$ cat src/rtl/mem_port_arbiter.sv
// mem_port_arbiter: shares one single-port RAM between fetch and load/store, data first with bounded fetch starvation
module mem_port_arbiter #(
  parameter int ADDR_W    = 32,
  parameter int DATA_W    = 32,
  parameter int MAX_DPRIO = 4
) (
  input  logic                clk,
  input  logic                rst,
  input  logic                if_req,
  input  logic [ADDR_W-1:0]   if_addr,
  output logic                if_gnt,
  output logic                if_rvalid,
  output logic [DATA_W-1:0]   if_rdata,
  input  logic                d_req,
  input  logic                d_we,
  input  logic [DATA_W/8-1:0] d_be,
  input  logic [ADDR_W-1:0]   d_addr,
  input  logic [DATA_W-1:0]   d_wdata,
  output logic                d_gnt,
  output logic                d_rvalid,
  output logic [DATA_W-1:0]   d_rdata,
  output logic                mem_en,
  output logic [DATA_W/8-1:0] mem_we,
  output logic [ADDR_W-1:0]   mem_addr,
  output logic [DATA_W-1:0]   mem_wdata,
  input  logic [DATA_W-1:0]   mem_rdata
);
  logic [3:0] streak;
  logic [1:0] owner;
  always_comb begin
    d_gnt     = !rst && d_req && (!if_req || streak < 4'(MAX_DPRIO));
    if_gnt    = !rst && if_req && !d_gnt;
    mem_en    = if_gnt || d_gnt;
    mem_we    = (d_gnt && d_we) ? d_be : '0;
    mem_addr  = if_gnt ? if_addr : d_addr;
    mem_wdata = d_wdata;
    if_rvalid = owner[1] && !rst;
    d_rvalid  = owner[0] && !rst;
    if_rdata  = mem_rdata;
    d_rdata   = mem_rdata;
  end
  always_ff @(posedge clk) begin
    if (rst) begin
      streak <= '0;
      owner  <= '0;
    end else begin
      streak <= (d_gnt && if_req) ? streak + 4'd1 : 4'd0;
      owner  <= {if_gnt, d_gnt && !d_we};
    end
  end
endmodule

$ cat config.mk
export PLATFORM = sky130hd
export DESIGN_NAME = mem_port_arbiter
export DESIGN_NICKNAME = d
export VERILOG_FILES = /design/src/rtl/mem_port_arbiter.sv
export SDC_FILE = /design/constraint.sdc
export NUM_CORES = 1
export LEC_CHECK = 0
export ABC_AREA = 0
export BUFFER_PORTS_ARGS = -buffer_cell sky130_fd_sc_hd__buf_2
export CAP_MARGIN = 20
export CORE_AREA = 2 2 107 109
export CTS_CLUSTER_DIAMETER = 30
export DETAILED_ROUTE_END_ITERATION = 7
export DIE_AREA = 0 0 109 111
export GPL_TIMING_DRIVEN = 1
export PLACE_DENSITY = 0.44
export SLEW_MARGIN = 20
export SYNTH_ARGS = -nofsm -noshare
export SYNTH_HDL_FRONTEND = slang
export SYNTH_SLANG_ARGS = --single-unit
$ cat constraint.sdc
create_clock -name clk -period 1.4 [get_ports clk]
set_input_delay 0.14 -clock clk [delete_from_list [all_inputs] [get_ports clk]]
set_output_delay 0.14 -clock clk [all_outputs]
set_load 0.02 [all_outputs]
==> results_dict.tcl <==
set metrics [dict create \
    final_antenna_net_count 0 \
    synth_top_area_share_pct 51.7 \
    synth-simple-area-share_pct 7.18 \
    synth.distinct_cells 22 \
    regArea_um2 123 \
    first_global_vias 1050 \
    period_share_pct 122 \
    cp_slowest_cell "dfxtp_2" \
    crit_family "buffers and inverters" \
    status "complete, but fails checks" \
    synth_area_um2 1390 \
    htreeDepth 1 \
    yosys-top-cells-area "buf_4 52%, mux2_2 23%, dfxtp_1 8.6%, mux2_1 3.2%, buf_6 2.4%" \
    synthAdderAreaFrac_pct 0.898 \
    worstPathCellList "nor2_4, a21oi_4, buf_12, buf_12, buf_16, mux2_4, buf_6" \
    rows 39 \
    wl_per_cell_um 11.2 \
    synth_top_family_by_area "buffers and inverters" \
    hold_buffers 0 \
    min_period_ns 1.71 \
    synth-edff-count 0 \
    die_height_um 111 \
    cap_viol_max_count 0 \
    seq_area_frac_synth_pct 8.62 \
    p_leak_nw 0.907 \
    clock-sinks 6 \
    max_freq_mhz 585 \
    setup_violations 37 \
    startpoint_type "flip-flop" \
    synthCells 161 \
    holdWs_ns 0.118 \
    slew_violations 0 \
    synth_xor_area_share_pct 0.628 \
    areaGrowthSynthToFinish_pct 27.6 \
    synth_most_common_cell "buf_4" \
    critPathMaxStageDelay_ns 0.32 \
    grt_start_max_net_pins 12 \
    grt_pass1_wl_mm 4.95 \
    min_path_type "in -> reg" \
    dieArea_um2 12100 \
    antenna_found_initial 0 \
    violations "setup timing" \
    crit_fanout 6 \
    drc_errors 0 \
    drive_above_1_share_pct 87.4 \
    initial_utilization_pct 12.6 \
    grt_overflow 0 \
    vias 1051 \
    port_buffers 113 \
    gp_congestion 0.641 \
    finalHoldViolations 0 \
    grt_setup_unrepaired "yes" \
    fill_cells 1255 \
    cts_tree "built" \
    crit_arrival_ns 1.57 \
    synthArstFlopShare_pct 0 \
    yosysTopAreaCell "buf_4" \
    core_um2 11100 \
    fin_nets 330 \
    wl_mm 3.72 \
    fin_worst_skew_ns 0.00230 \
    synthTopCellsByCount "96 x buf_4, 28 x mux2_2, 6 x dfxtp_1" \
    synth_compound_area_share_pct 1.89 \
    drt-pass1-iter-count 2 \
    hpwl_mm 2.94 \
    clk-insertion-delay-late_ns 0.23 \
    clockRootBuffer "clkbuf_16" \
    critPathKind "reg -> out" \
    finalPower_mw 1.18 \
    synth_fp_nets 299 \
    path_clk_slew_ns 0.03 \
    ys.flop_type "dfxtp_1" \
    powerDensity_nw_per_um2 661 \
    viasPerCell 3.16 \
    crit_top_cell "buf_12" \
    dieWidth_um 109 \
    ys_ff_latch 6 \
    synth_warnings 0 \
    end_kind "output port" \
    critPathRequiredTime_ns 1.26 \
    ir_drop_v 0.000562 \
    grt_usage_pct 5.41 \
    clock_path_buffers 2 \
    post_dp_cell_area_um2 1450 \
    multi_input_area_um2 567 \
    cts_made_buffers 3 \
    postLayoutCellArea_um2 1780 \
    io_pins 274 \
    antenna_cells 0 \
    worst-path-buf-inv 4 \
    synth_area_per_cell_um2 8.66 \
    synth_mux_area_share_pct 25.9 \
    fin_ws_ns -0.311 \
    drt_iter0_markers 15 \
    utilization_pct 16.1 \
]
through the flow:
step                      setup WS (ns)  TNS (ns)  cells
after floorplan                  0.0271         0    161
after global placement          -0.0756    -0.760    324
after detailed placement        -0.0941     -1.50    324
after CTS                        -0.324    -10.60    334
after global routing             -0.374    -12.28    333
final                            -0.311     -9.44    333
placed cells by master, fill, tap and decap left out:
master     Yosys  layout
ha_1           1       1
buf_6          3      14
a21oi_4        1       1
and3_1         4       4
buf_12         0       4
o21ai_0        1       1
mux2_2        28      18
clkbuf_16      0       3
buf_16         0       1
xnor2_1        1       1
nor3_1         3       3
nor2_1         2       2
a21oi_1        1       1
dfxtp_1        6       4
buf_4         96       8
conb_1         1       1
inv_1          1       1
mux2_4         0      13
nand2b_4       1       1
buf_2          0      98
buf_8          0       1
and2b_1        1       1
and3b_2        0       1
nand2_1        1       1
mux2_1         4       1
dfxtp_2        0       2
nor2_4         0       1
nor2b_1        2       2
logic make-up after synthesis:
family | after synthesis
compound gates | 3
mux | 32
simple gates | 16
buf+inv | 101
fa+ha+maj | 1
other cells | 1
xor+xnor | 1
flops | 6
per-layer routing:
metal / GRT usage, % / wire length [um] / vias to the layer above
met5: 0 / 0 / -
met4: 4.70 / 225 / 0
met3: 1.23 / 477 / 30
met2: 10.7 / 1920 / 86
met1: 4.13 / 1100 / 452
li1: - / - / 483
worst reg2reg max path: stages (launching register included):
cell	delay [ns]
dfxtp_2	0.32
buf_4	0.13
o21ai_0	0.16
and3b_2	0.26
buf_4	0.12
nor2b_1	0.10
layout make-up:
class / instances / share of cell area, %
Timing Repair Buffer: 126 / 46.7
Clock buffer: 3 / 4.22
Sequential cell: 6 / 6.90
Tap cell: 143 / 10.1
Multi-Input combinational cell: 54 / 31.9
Inverter: 1 / 0.211
report_power, final:
group | total, mW | internal, mW | switching, mW
Combinational | 0.537 | 0.299 | 0.238
Clock | 0.459 | 0.366 | 0.0928
Sequential | 0.180 | 0.177 | 0.00256
Total | 1.18 | 0.843 | 0.333
sequential cells by signal (all words and copies together), names as in the netlist:
name and cells:
streak 4, owner 2
worst paths after layout:
kind	slack (ns)	end	start	depth (start not counted)
max	-0.31	mem_addr[28]	streak[3]$_SDFF_PP0_	7
min	0.12	owner[0]$_SDFF_PP0_	d_we	2
max reg2reg	0.25	owner[0]$_SDFF_PP0_	streak[2]$_SDFF_PP0_	5
min reg2reg	0.42	streak[0]$_SDFF_PP0_	streak[0]$_SDFF_PP0_	1
timing repair:
action / CTS / global route
setup endpoints to repair: 37 / 38
pin swaps: 2 / 0
setup buffers: 5 / 0
gates cloned: 2 / 0
gates resized for setup: 48 / 3
(Power assumes the default switching activity.)
